--- config.mk ---
export PLATFORM = sky130hd
export DESIGN_NAME = clint_wb_responder
export DESIGN_NICKNAME = d
export VERILOG_FILES = /design/src/rtl/clint_wb_responder_pkg.sv /design/src/rtl/clint_wb_responder_mtime_counter.sv /design/src/rtl/clint_wb_responder.sv
export SDC_FILE = /design/constraint.sdc
export NUM_CORES = 1
export LEC_CHECK = 0
export ABC_AREA = 0
export CAP_MARGIN = 40
export CORE_MARGIN = 4
export CORE_UTILIZATION = 55
export DETAILED_ROUTE_END_ITERATION = 6
export PLACE_DENSITY_LB_ADDON = 0.12
export SLEW_MARGIN = 5
export SYNTH_ARGS = -nofsm -noshare
export SYNTH_HDL_FRONTEND = slang
export SYNTH_SLANG_ARGS = --single-unit
export TNS_END_PERCENT = 1
--- constraint.sdc ---
create_clock -name clock -period 5 [get_ports clock]
set_input_delay 0.75 -clock clock [delete_from_list [all_inputs] [get_ports clock]]
set_output_delay 0.75 -clock clock [all_outputs]
set_load 0.01 [all_outputs]
--- src/rtl/clint_wb_responder_pkg.sv ---
// Shared definitions for the CLINT Wishbone responder: register offsets inside the
// CLINT window, handshake FSM state encoding, mtimecmp reset value and a byte-merge
// helper used by every byte-maskable register.
package clint_wb_responder_pkg;

  localparam logic [15:0] MSIP_OFFSET     = 16'h0000;
  localparam logic [15:0] MTIMECMP_OFFSET = 16'h4000;
  localparam logic [15:0] MTIME_OFFSET    = 16'hBFF8;

  // All ones keeps the timer interrupt quiet until software programs a compare value.
  localparam logic [63:0] MTIMECMP_RESET = 64'hFFFF_FFFF_FFFF_FFFF;

  typedef enum logic {
    IDLE = 1'b0,
    ACK  = 1'b1
  } wb_state_t;

  // Replace the bytes of old_word selected by sel with the matching bytes of new_word.
  function automatic logic [31:0] merge_bytes(input logic [31:0] old_word,
                                               input logic [31:0] new_word,
                                               input logic [3:0]  sel);
    logic [31:0] res;
    res = old_word;
    for (int i = 0; i < 4; i++) begin
      if (sel[i]) res[8*i +: 8] = new_word[8*i +: 8];
    end
    return res;
  endfunction

endpackage

--- src/rtl/clint_wb_responder_mtime_counter.sv ---
// mtime counter: prescaler plus 64-bit free-running mtime with a byte-masked write
// port split into 32-bit halves.
// Ports:
//   clock, reset         system clock, asynchronous active-low reset
//   wr_lo, wr_hi         write strobes for mtime[31:0] / mtime[63:32]
//   wr_sel               byte enables over the 64-bit word
//   wr_data              write data over the 64-bit word
//   mtime                current counter value
module clint_wb_responder_mtime_counter
  import clint_wb_responder_pkg::*;
#(
  parameter int unsigned CLOCK_CYCLES = 1
) (
  input  logic        clock,
  input  logic        reset,
  input  logic        wr_lo,
  input  logic        wr_hi,
  input  logic [7:0]  wr_sel,
  input  logic [63:0] wr_data,
  output logic [63:0] mtime
);

  localparam int unsigned PW = (CLOCK_CYCLES > 1) ? $clog2(CLOCK_CYCLES) : 1;
  localparam logic [PW-1:0] PRESC_LAST = PW'(CLOCK_CYCLES - 1);

  logic [PW-1:0] presc;
  logic          tick;
  logic          carry;
  logic [31:0]   lo_inc;
  logic [63:0]   mtime_next;

  always_comb begin
    tick            = (presc == PRESC_LAST);
    {carry, lo_inc} = {1'b0, mtime[31:0]} + {32'd0, tick};
    // A written half takes the merge over the pre-increment value, losing the tick.
    // Writing the low half also suppresses the carry into the high half.
    mtime_next[31:0] = wr_lo ? merge_bytes(mtime[31:0], wr_data[31:0], wr_sel[3:0]) : lo_inc;
    if (wr_hi) begin
      mtime_next[63:32] = merge_bytes(mtime[63:32], wr_data[63:32], wr_sel[7:4]);
    end else if (wr_lo) begin
      mtime_next[63:32] = mtime[63:32];
    end else begin
      mtime_next[63:32] = mtime[63:32] + {31'd0, carry};
    end
  end

  always_ff @(posedge clock or negedge reset) begin
    if (!reset) begin
      presc <= '0;
      mtime <= '0;
    end else begin
      presc <= tick ? '0 : presc + 1'b1;
      mtime <= mtime_next;
    end
  end

endmodule

--- src/rtl/clint_wb_responder.sv ---
// Wishbone B4 classic responder for the core-local interruptor (msip, mtimecmp, mtime).
// Ports:
//   clock, reset                     system clock, asynchronous active-low reset
//   CYC_I, STB_I, WE_I, SEL_I,
//   ADR_I, DAT_I                     Wishbone request (ADR_I is a byte offset)
//   DAT_O, ACK_O                     registered Wishbone response
//   mem_msip, mem_mtime, mem_mtimecmp  raw register values for the core
//   software_interrupt               msip bit 0
//   timer_interrupt                  mtime >= mtimecmp (unsigned)
module clint_wb_responder
  import clint_wb_responder_pkg::*;
#(
  parameter int unsigned DATA_SIZE    = 32,  // 32 or 64
  parameter int unsigned CLOCK_CYCLES = 1    // >= 1
) (
  input  logic                   clock,
  input  logic                   reset,
  input  logic                   CYC_I,
  input  logic                   STB_I,
  input  logic                   WE_I,
  input  logic [DATA_SIZE/8-1:0] SEL_I,
  input  logic [15:0]            ADR_I,
  input  logic [DATA_SIZE-1:0]   DAT_I,
  output logic [DATA_SIZE-1:0]   DAT_O,
  output logic                   ACK_O,
  output logic [DATA_SIZE-1:0]   mem_msip,
  output logic [63:0]            mem_mtime,
  output logic [63:0]            mem_mtimecmp,
  output logic                   software_interrupt,
  output logic                   timer_interrupt
);

  localparam int unsigned SEL_W      = DATA_SIZE / 8;
  localparam int unsigned REPL       = 64 / DATA_SIZE;
  localparam bit          IS32       = (DATA_SIZE == 32);
  localparam logic [15:0] ALIGN_MASK = ~16'(SEL_W - 1);

  wb_state_t   state;
  logic        msip;
  logic [63:0] mtimecmp;
  logic [63:0] mtime;

  logic [15:0]          adr_word;
  logic                 hit_msip, cmp_lo, cmp_hi, tim_lo, tim_hi, rd_hi;
  logic                 accept, wr;
  logic [63:0]          wr_data64;
  logic [7:0]           wr_sel64;
  logic [63:0]          rd64;
  logic [DATA_SIZE-1:0] rd_word;

  // Decode: in 64-bit mode one access covers both halves of a 64-bit register.
  always_comb begin
    adr_word = ADR_I & ALIGN_MASK;
    hit_msip = (adr_word == MSIP_OFFSET);
    if (IS32) begin
      cmp_lo = (adr_word == MTIMECMP_OFFSET);
      cmp_hi = (adr_word == MTIMECMP_OFFSET + 16'h4);
      tim_lo = (adr_word == MTIME_OFFSET);
      tim_hi = (adr_word == MTIME_OFFSET + 16'h4);
    end else begin
      cmp_lo = (adr_word == MTIMECMP_OFFSET);
      cmp_hi = cmp_lo;
      tim_lo = (adr_word == MTIME_OFFSET);
      tim_hi = tim_lo;
    end
    rd_hi = IS32 & adr_word[2];
  end

  assign accept    = (state == IDLE) & CYC_I & STB_I;
  assign wr        = accept & WE_I;
  // A 32-bit bus lane lines up with either half of a 64-bit register.
  assign wr_data64 = {REPL{DAT_I}};
  assign wr_sel64  = {REPL{SEL_I}};

  always_comb begin
    rd64 = '0;
    if (hit_msip) begin
      rd64 = {63'd0, msip};
    end else if (cmp_lo | cmp_hi) begin
      rd64 = mtimecmp;
    end else if (tim_lo | tim_hi) begin
      rd64 = mtime;
    end
    rd_word = rd_hi ? DATA_SIZE'(rd64 >> 32) : DATA_SIZE'(rd64);
  end

  // Handshake: accept in IDLE, one-cycle ACK, always back to IDLE.
  always_ff @(posedge clock or negedge reset) begin
    if (!reset) begin
      state <= IDLE;
      ACK_O <= 1'b0;
      DAT_O <= '0;
    end else begin
      unique case (state)
        IDLE: begin
          if (CYC_I && STB_I) begin
            state <= ACK;
            ACK_O <= 1'b1;
            if (!WE_I) DAT_O <= rd_word;
          end
        end
        ACK: begin
          state <= IDLE;
          ACK_O <= 1'b0;
        end
        default: begin
          state <= IDLE;
          ACK_O <= 1'b0;
        end
      endcase
    end
  end

  always_ff @(posedge clock or negedge reset) begin
    if (!reset) begin
      msip <= 1'b0;
    end else if (wr && hit_msip && SEL_I[0]) begin
      msip <= DAT_I[0];
    end
  end

  always_ff @(posedge clock or negedge reset) begin
    if (!reset) begin
      mtimecmp <= MTIMECMP_RESET;
    end else begin
      if (wr && cmp_lo) mtimecmp[31:0]  <= merge_bytes(mtimecmp[31:0], wr_data64[31:0],
                                                       wr_sel64[3:0]);
      if (wr && cmp_hi) mtimecmp[63:32] <= merge_bytes(mtimecmp[63:32], wr_data64[63:32],
                                                       wr_sel64[7:4]);
    end
  end

  clint_wb_responder_mtime_counter #(
    .CLOCK_CYCLES(CLOCK_CYCLES)
  ) u_mtime_counter (
    .clock  (clock),
    .reset  (reset),
    .wr_lo  (wr & tim_lo),
    .wr_hi  (wr & tim_hi),
    .wr_sel (wr_sel64),
    .wr_data(wr_data64),
    .mtime  (mtime)
  );

  assign mem_msip           = DATA_SIZE'(msip);
  assign mem_mtime          = mtime;
  assign mem_mtimecmp       = mtimecmp;
  assign software_interrupt = msip;
  assign timer_interrupt    = (mtime >= mtimecmp);

endmodule

==> impl_metrics.csv <==
group,metric,value,unit
worst_setup_path,cp_max_fo,7,
routing,via_per_inst,6.249,
floorplanning,die_area,20990,um^2
routing,finalWirelength,31920,um
worst_setup_path,critPathRequiredTime,5.28,ns
layout,layout_commonest_cell,"clkdlybuf4s50_1",
synthesis,synthCells,1066,
sta,rsz0062_at_grt,"false",
sta,slew_violations,0,
power_and_ir_drop,p_leak,5.772,nW
routing,drc_errors,0,
grt,grt_pass1_vias,9097,
floorplanning,start_util,56.59,%
layout,nFillCells,1363,
sta,finalCriticalPeriod,4.396,ns
sta,worst_slack,0.6041,ns
sta,finClkSkew,0.009037,ns
routing,ant_nets,0,
synthesis,synth_cell_types,69,
placement,dpl_cell_area,12560,um^2
routing,num_vias,9449,
layout,stdcell_area,13150,um^2
clock_tree,cts_buffer_depth,2,
grt,gr-total-overflow,0,
sta,period_share,87.92,%
sta,setup_tns,0,ns
routing,first_pass_iters,6,
worst_setup_path,cp.arrival,4.68,ns
placement,numPortBuffers,218,
min_path,hold_path_class,"in2async",
layout,mostFrequentLayoutCells,"217 x clkdlybuf4s50_1, 115 x nand2_1, 99 x dfrtp_1",
synthesis,ys_async_sr_fraction,100.0,%
clock_tree,cts.htree.levels,4,
layout,fin_nets,1394,
synthesis,yosysSeqAreaShare,40.36,%
clock_tree,cts_hold_buffers,0,
job,cap_viol_max_count,0,
worst_setup_path,worst_path_max_delay_cell,"nor3_1",
sta,hold_violations,0,
worst_setup_path,crit_buf_inv,0,
floorplanning,core,18210,um^2
power_and_ir_drop,power_density,224.2,nW/um^2
grt,grt_pass1_wl,50440,um
layout,drive_above_1_share,15.51,%
sta,whs,0.3610,ns
floorplanning,die_w,144.9,um
synthesis,synth_edf_count,0,
synthesis,synth.cell_area,10300,um^2
power_and_ir_drop,vdd_drop_max,0.2519,mV
clock_tree,cts_tree,"yes",
routing,wl_per_cell,21.11,um
worst_setup_path,path_delay_family,"simple AND/OR/NAND/NOR gates",
layout,register_area,4159,um^2
placement,gp_congestion,0.9216,
clock_tree,cts-resized-gates,0,
layout,multi_input_area,5503,um^2
worst_setup_path,critPathCaptureType,"flip-flop",
worst_setup_path,worstSetupPathType,"reg2reg",
floorplanning,ios,252,
grt,antenna_found_initial,0,
clock_tree,clk_latency,0.44,ns
routing,drt_iter0_drc,1064,
placement,dp.final_hpwl,22990,um
synthesis,syn_avg_cell_area,9.666,um^2
clock_tree,path_clk_slew,0.07,ns
sta,worst_slew_pin_slew,0.8399,ns
layout,diodes,0,
sta,max_freq,227.5,MHz
placement,place_ws,0.7654,ns
clock_tree,cts_setup_buffers,0,
synthesis,synth-main-ff-cell,"dfrtp_1",
worst_setup_path,max_stage_delay,0.47,ns
run_status,status,"completed",
synthesis,synth_warnings,0,
floorplanning,die_y,144.9,um
clock_tree,cts_sinks,163,
clock_tree,cts_made_buffers,17,
worst_setup_path,ff2ff_setup_slack,0.60,ns
worst_setup_path,critPathLaunchType,"flip-flop",
grt,grt_max_degree,80,
worst_setup_path,cp_cell_sequence,"ha_1 -> and4_1 -> and4_1 -> nand3_1 -> nor2_1 -> and3_1 -> ha_1 -> nand4_1 -> nor3_1 -> nand3_1 -> or3_1 -> o221ai_1 -> o311ai_0",
synthesis,ys_ff_latch,163,
layout,area_growth_syn_to_layout,27.60,%
clock_tree,root_buffer,"clkbuf_16",
sta,relSlewSlack,43.54,%
sta,finalSetupViolCount,0,
grt,grtUsageTotal,30.85,%
floorplanning,rows,49,
synth_stat cells (5+ instances only):
| library cell | number | area, um^2 |
|---|---|---|
| nand2_1 | 115 | 431.7 |
| dfrtp_1 | 99 | 2477 |
| o21ai_0 | 94 | 470.5 |
| a21oi_1 | 92 | 460.4 |
| inv_1 | 81 | 304.0 |
| ha_1 | 67 | 838.3 |
| dfstp_2 | 64 | 1682 |
| nand3_1 | 43 | 215.2 |
| nor2_1 | 40 | 150.1 |
| buf_4 | 35 | 262.8 |
| a22o_1 | 31 | 271.5 |
| mux4_2 | 31 | 698.2 |
| mux2_2 | 26 | 292.8 |
| nand4_1 | 25 | 156.4 |
| clkbuf_1 | 24 | 90.09 |
| and3_1 | 19 | 118.9 |
| o22ai_1 | 19 | 118.9 |
| buf_2 | 16 | 80.08 |
| nor3_1 | 9 | 45.04 |
| and4_1 | 8 | 70.07 |
| nand2b_1 | 8 | 50.05 |
| o221a_2 | 8 | 90.09 |
| a211o_1 | 7 | 61.31 |
| mux2i_1 | 7 | 70.07 |
| a21o_1 | 6 | 45.04 |
| nor4_1 | 6 | 37.54 |
| o211ai_1 | 6 | 45.04 |
| a211oi_1 | 5 | 37.54 |
| and2_1 | 5 | 31.28 |
| or3_1 | 5 | 31.28 |
stage by stage:
stage / total power [mW] / cells / util [%]
finish: 2.947 / 1512 / 72.21
global route: 3.035 / 1512 / 72.21
CTS: 2.946 / 1512 / 72.21
detailed placement: 1.622 / 1480 / 68.98
global placement: 1.617 / 1479 / 68.89
floorplan: 1.491 / 1096 / -
worst reg2reg max path: stages (launching register included):
cell      delay, ns
dfrtp_1        0.45
ha_1           0.26
and4_1         0.36
and4_1         0.37
nand3_1        0.35
nor2_1         0.31
and3_1         0.24
ha_1           0.19
nand4_1        0.20
nor3_1         0.47
nand3_1        0.22
or3_1          0.47
o221ai_1       0.19
o311ai_0       0.18
final cells by class:
type                    count  share of cell area, %
repair buffers            233                  17.52
inverters                  82                  2.341
well taps                 229                  2.179
flip-flops and latches    163                  31.63
multi-input cells         773                  41.85
clock buffers              22                  3.531
clock inverters            10                 0.9421
state kept, by name, summed over array words and instances, names as in the netlist:
signal	cells
software_interrupt	1
u_mtime_counter.mtime	64
DAT_O	32
mem_mtimecmp	64
state	1
ACK_O	1
cell families (layout without fill, tap and decap cells):
family                     after synthesis  count (layout)  share of synthesized area, %
muxes                                   64              64                         10.30
AOI/OAI and AO/OA                      303             303                         18.35
DFF                                    163             163                         40.36
buffers and inverters                  160             347                         7.444
adders and majority gates               67              67                         8.136
and+or+nand+nor                        308             308                         15.37
other                                    1              31                       0.03639
power by group:
group / switching (mW) / leakage, nW / internal [mW]
Sequential: 0.0352 / 1.86 / 1.34
Combinational: 0.128 / 3.65 / 0.104
Clock: 0.576 / 0.270 / 0.767
Total: 0.740 / 5.77 / 2.21
metal layers:
metal | wire, um | GRT usage (%) | share of wire [%] | vias up
li1 | - | - | - | 4273
met1 | 13750 | 44.40 | 43 | 4549
met2 | 14530 | 46.87 | 46 | 551
met3 | 2983 | 7.197 | 9.3 | 76
met4 | 655 | 9.033 | 2.1 | 0
met5 | 0 | 0 | 0 | -
worst paths after layout:
| check | start | end | cells past startpoint |
|---|---|---|---|
| setup / recovery | u_mtime_counter.mtime[1] | u_mtime_counter.mtime[61] | 13 |
| hold / removal | reset | DAT_O[12] | 1 |
| setup reg to reg | u_mtime_counter.mtime[1] | u_mtime_counter.mtime[61] | 13 |
| hold reg to reg | state | ACK_O | 1 |
| max in group asynchronous | reset | u_mtime_counter.mtime[31] | 2 |
| min in group clock | state | ACK_O | 1 |
Note: power is estimated with default switching activity, not from simulation.
==> variant 1 (same flow settings) <==
Reset style: synchronous (`reset`), changed in 4 clocked blocks. Comments in the files are not updated.
--- a/src/rtl/clint_wb_responder_mtime_counter.sv
+++ b/src/rtl/clint_wb_responder_mtime_counter.sv
@@ -44,7 +44,7 @@
     end
   end
 
-  always_ff @(posedge clock or negedge reset) begin
+  always_ff @(posedge clock) begin
     if (!reset) begin
       presc <= '0;
       mtime <= '0;
--- a/src/rtl/clint_wb_responder.sv
+++ b/src/rtl/clint_wb_responder.sv
@@ -85,7 +85,7 @@
   end
 
   // Handshake: accept in IDLE, one-cycle ACK, always back to IDLE.
-  always_ff @(posedge clock or negedge reset) begin
+  always_ff @(posedge clock) begin
     if (!reset) begin
       state <= IDLE;
       ACK_O <= 1'b0;
@@ -111,7 +111,7 @@
     end
   end
 
-  always_ff @(posedge clock or negedge reset) begin
+  always_ff @(posedge clock) begin
     if (!reset) begin
       msip <= 1'b0;
     end else if (wr && hit_msip && SEL_I[0]) begin
@@ -119,7 +119,7 @@
     end
   end
 
-  always_ff @(posedge clock or negedge reset) begin
+  always_ff @(posedge clock) begin
     if (!reset) begin
       mtimecmp <= MTIMECMP_RESET;
     end else begin
Function: differs if reset is asserted again (counterexample within 4 cycles, from zero or initial values and one cycle with reset low); with reset held inactive, the same outputs for 4 cycles.
==> variant 1 against the unedited design <==
Sequential power decreased by 4%. Critical path depth increased by 1. Wire length increased by 13%. Clock power rose by 3%. Design area up 0.36%. Sequential cell count increased by 1. Power decreased by 2.5%. Setup slack got worse by 0.17 ns. Area after synthesis grew 1.5%. Largest cell class unchanged.
==> variant 1: results (changes against the unedited design) <==
Clock network
The clock network latency to the later pin of the worst-skew pair came to 0.44 ns (about the same). The number of setup buffers added after CTS is 0 (unchanged). The library cell used as clock root buffer is sky130_fd_sc_hd__clkbuf_16. The TritonCTS buffer count is 17 (unchanged). The number of H-tree levels came to 4 (unchanged).

Cells and area
The post-layout instance area is 13200 um2 (+0.36%). The number of fill cells is 1552 (+14%). The post-layout net count is 1604 (+15%).

The proportion of layout cells with a drive suffix above 1 was 5.29% (-10 points).

Global routing
The total routing usage reported by global routing is 32.8% (+1.9 points). The first-pass GRT wire length is 57.1 mm (+13%). The pin count of the biggest net entering global routing is 78 (-2.5%).

Min path
The min-delay analysis places its worst path in the category flip-flop to flip-flop.

Route
The number of detailed-route iterations in the first pass was 5 (-1). The final routed wire length divided by cell count is 20.9 um (-1.2%). The final routed wirelength across all metal layers came to 36.0 mm (+13%).

The detail-routed via count per cell is 6.50 (+4.0%).

Critical path
The critical-path cell with the highest stage delay is sky130_fd_sc_hd__or4_1. The endpoint arrival time on the critical path came to 4.89 ns (+0.21 ns). The peak per-stage delay on the critical path was 0.64 ns (+0.17 ns). The peak fanout along the critical path came to 6 (-1).

STA
The worst-case headroom to the max-slew limit is 38.5% (-5.0 points). The clock skew after layout came to 0.0101 ns (+0.00103 ns).

Place
The estimated wirelength of the detail-placed design was 25.5 mm (+11%). The final estimated routing congestion in global placement is 0.935 (+1.4%). The placement-stage worst setup slack came to 0.499 ns (-0.266 ns). The total instance count after detailed placement is 1694 (+14%).

Logic synthesis
In the post-synthesis netlist, the biggest area contributors are sky130_fd_sc_hd__dfxtp_1, sky130_fd_sc_hd__ha_1, sky130_fd_sc_hd__a21oi_1, sky130_fd_sc_hd__o211ai_1, sky130_fd_sc_hd__nand2_1. The async set-or-reset flop fraction in the synthesized netlist is 0% (-100 points). The number of instances in the synthesized netlist is 1316 (+23%).

By count the netlist is led by sky130_fd_sc_hd__dfxtp_1, sky130_fd_sc_hd__nand2_1, sky130_fd_sc_hd__a21oi_1, sky130_fd_sc_hd__o21ai_0, sky130_fd_sc_hd__inv_1. The number of distinct library cells after synthesis came to 75 (+8.7%).

Pwr
The leakage dissipation is 5.48 nW (-5.1%). The peak ir drop on the vdd network is 217 uV (-14%).

Run status
The run finished with clean final reports.
## variant 1: cells by family after synthesis
group           synth area share, %
flops                          31.4
fa+ha+maj                      8.14
mux                            3.85
compound gates                 28.6
buf+inv                        8.57
other cells                  0.0359
simple gates                   19.4
## variant 1: report_power, final
group          internal (mW)  switching [mW]
combinational         0.0629           0.112
sequential              1.31         0.00313
clock                  0.815           0.570
## variant 1: final timing paths
check	slack, ns	start	end	depth (start not counted)
min reg2reg	0.47	DAT_O[23]	DAT_O[23]	1
max	0.44	u_mtime_counter.mtime[0]	u_mtime_counter.mtime[62]	14
min	0.47	DAT_O[23]	DAT_O[23]	1
max reg2reg	0.44	u_mtime_counter.mtime[0]	u_mtime_counter.mtime[62]	14
## variant 1: final cells by class
class / count / share of cell area, %
multi-input combinational: 986 / 48.6
sequential: 164 / 24.9
timing repair buffer: 237 / 17.6
clock buffer: 21 / 3.49
tap: 234 / 2.22
inverter: 73 / 2.08
clock inverter: 11 / 1.14
## variant 1: routing by layer
metal / vias up / track usage (%) / share of wire, %
li1: 5184 / - / -
met1: 5281 / 44.1 / 42
met2: 659 / 52.2 / 46
met3: 95 / 6.70 / 9.5
met4: 0 / 11.8 / 3.0
met5: - / 0 / 0
## variant 1: worst register-to-register path, delay by kind of cell (launching register included)
kind / cells / cell delay [ns]
AND/OR/NAND/NOR: 7 / 2.59
flip-flops: 1 / 0.38
adder cells (fa/ha/maj): 4 / 0.88
AO/OA/AOI/OAI: 3 / 0.59
==> variant 2 (same settings) <==
Without the edit above. Register the output `timer_interrupt`, without a reset; this adds one clock of latency there. The other outputs are not delayed to match.
--- a/src/rtl/clint_wb_responder.sv
+++ b/src/rtl/clint_wb_responder.sv
@@ -146,7 +146,9 @@
   assign mem_mtime          = mtime;
   assign mem_mtimecmp       = mtimecmp;
   assign software_interrupt = msip;
-  assign timer_interrupt    = (mtime >= mtimecmp);
+  always_ff @(posedge clock) begin
+    timer_interrupt <= (mtime >= mtimecmp);
+  end
 
 endmodule
 
Function: changed (Yosys sat finds a counterexample within 4 cycles, from zero or initial values and one cycle with reset low).
==> variant 2 against the unedited design <==
The run now ends with DRC left. Clock power down 8%. Wire length up 0.40%. Critical path depth up 1. Design area down 0.25%. Global-route usage down 1.2 points. Power down 3.5%. Setup slack better by 0.21 ns. Area after synthesis up 0.19%. Die area up 0.19%. Sequential cell count up 1. Largest cell class unchanged.
==> variant 2: results (changes against the unedited design) <==
Critical path
The number of cell instances on the worst register-to-register path is 14 (+1). The peak per-stage delay on the critical path was 0.68 ns (+0.21 ns). The worst setup slack for register-to-register paths is 0.82 ns (+0.21 ns). The worst register-to-register path begins at u_mtime_counter.mtime[0]. The capturing point of the worst reg2reg path is u_mtime_counter.mtime[54].

The endpoint arrival time on the critical path is 4.47 ns (-0.21 ns).

Global routing
The number of global-route vias before repair is 9142 (+0.49%). The pin count of the biggest net entering global routing came to 83 (+3.8%). The first-pass GRT wire length is 50.7 mm (+0.53%).

Route
The remaining routing DRC violations is 2 (+2). The detail-routed via count per cell is 6.32 (+1.2%). The number of detailed-route iterations in the first pass came to 7 (+1).

The initial DRC count came to 986 (-7.3%).

STA
The worst-case headroom to the max-slew limit is 39.3% (-4.3 points). The clock skew after layout is 0.00979 ns (+0.000751 ns). The final critical delay including setup and external delays was 4.18 ns (-0.214 ns).

Pwr
The peak ir drop on the vdd network is 221 uV (-12%). The net switching component of the power is 0.718 mW (-2.9%).

Logic synthesis
The async set-or-reset flop fraction in the synthesized netlist is 99.4% (-0.61 points). The number of instances in the synthesized netlist is 1067 (+0.094%). In the post-synthesis netlist, the biggest area contributors are sky130_fd_sc_hd__dfrtp_1, sky130_fd_sc_hd__dfstp_2, sky130_fd_sc_hd__ha_1, sky130_fd_sc_hd__mux4_2, sky130_fd_sc_hd__o21ai_0. The number of distinct library cells after synthesis came to 70 (+1.4%). The share of the yosys chip area belonging to registers is 40.5% (+0.12 points).

Run status
The checks that failed: DRC. The run finished, with violations left.

Place
The area of placed instances is 12600 um2 (about the same). The final estimated routing congestion in global placement is 0.873 (-5.3%). The placement-stage worst setup slack is 0.906 ns (+0.141 ns).
variant 2: how the worst min path moves through the flow:
stage                from         to  slack, ns  depth (start not counted)
CTS                 reset  DAT_O[13]       0.40                          1
finish              reset  DAT_O[13]       0.38                          1
global route        reset  DAT_O[13]       0.42                          1
global placement    state      ACK_O       0.44                          1
detailed placement  state      ACK_O       0.45                          1
floorplan           state      ACK_O       0.43                          1
variant 2: metal layers:
| layer | GRT usage (%) | vias to the layer above | part of all wire (%) |
|---|---|---|---|
| li1 | - | 4289 | - |
| met1 | 41.9 | 4681 | 43 |
| met2 | 46.5 | 520 | 46 |
| met3 | 7.27 | 69 | 9.2 |
| met4 | 7.84 | 0 | 2.2 |
| met5 | 0 | - | 0 |
variant 2: worst register-to-register path, delay by kind of cell, from the launching register on:
family / cells / cell delay, ns
adder cells (fa/ha/maj): 3 / 0.64
flip-flops: 1 / 0.45
AO/OA/AOI/OAI: 2 / 0.16
buffers and inverters: 1 / 0.18
AND/OR/NAND/NOR: 8 / 2.61
variant 2: area by class of cell:
type,count,area (um2)
timing repair buffer,232,2290
inverter,82,308
clock inverter,10,76.3
fill,1385,5090
clock buffer,22,474
multi-input combinational,773,5500
tap,229,287
sequential,164,4180
variant 2: logic make-up after synthesis:
logic type / after synthesis / share of synthesized area, %
compound gates: 303 / 18.3
fa+ha+maj: 67 / 8.12
buf+inv: 160 / 7.43
flops: 164 / 40.5
mux: 64 / 10.3
other cells: 1 / 0.0363
simple gates: 308 / 15.3
variant 2: power groups by stage:
stage	Clock (mW)	Sequential [mW]	Combinational, mW
2_1_floorplan	0	1.39	0.106
3_3_place_gp	0	1.40	0.225
3_5_place_dp	0	1.40	0.227
4_1_cts	1.25	1.38	0.230
5_1_grt	1.30	1.38	0.250
6_report	1.23	1.38	0.230
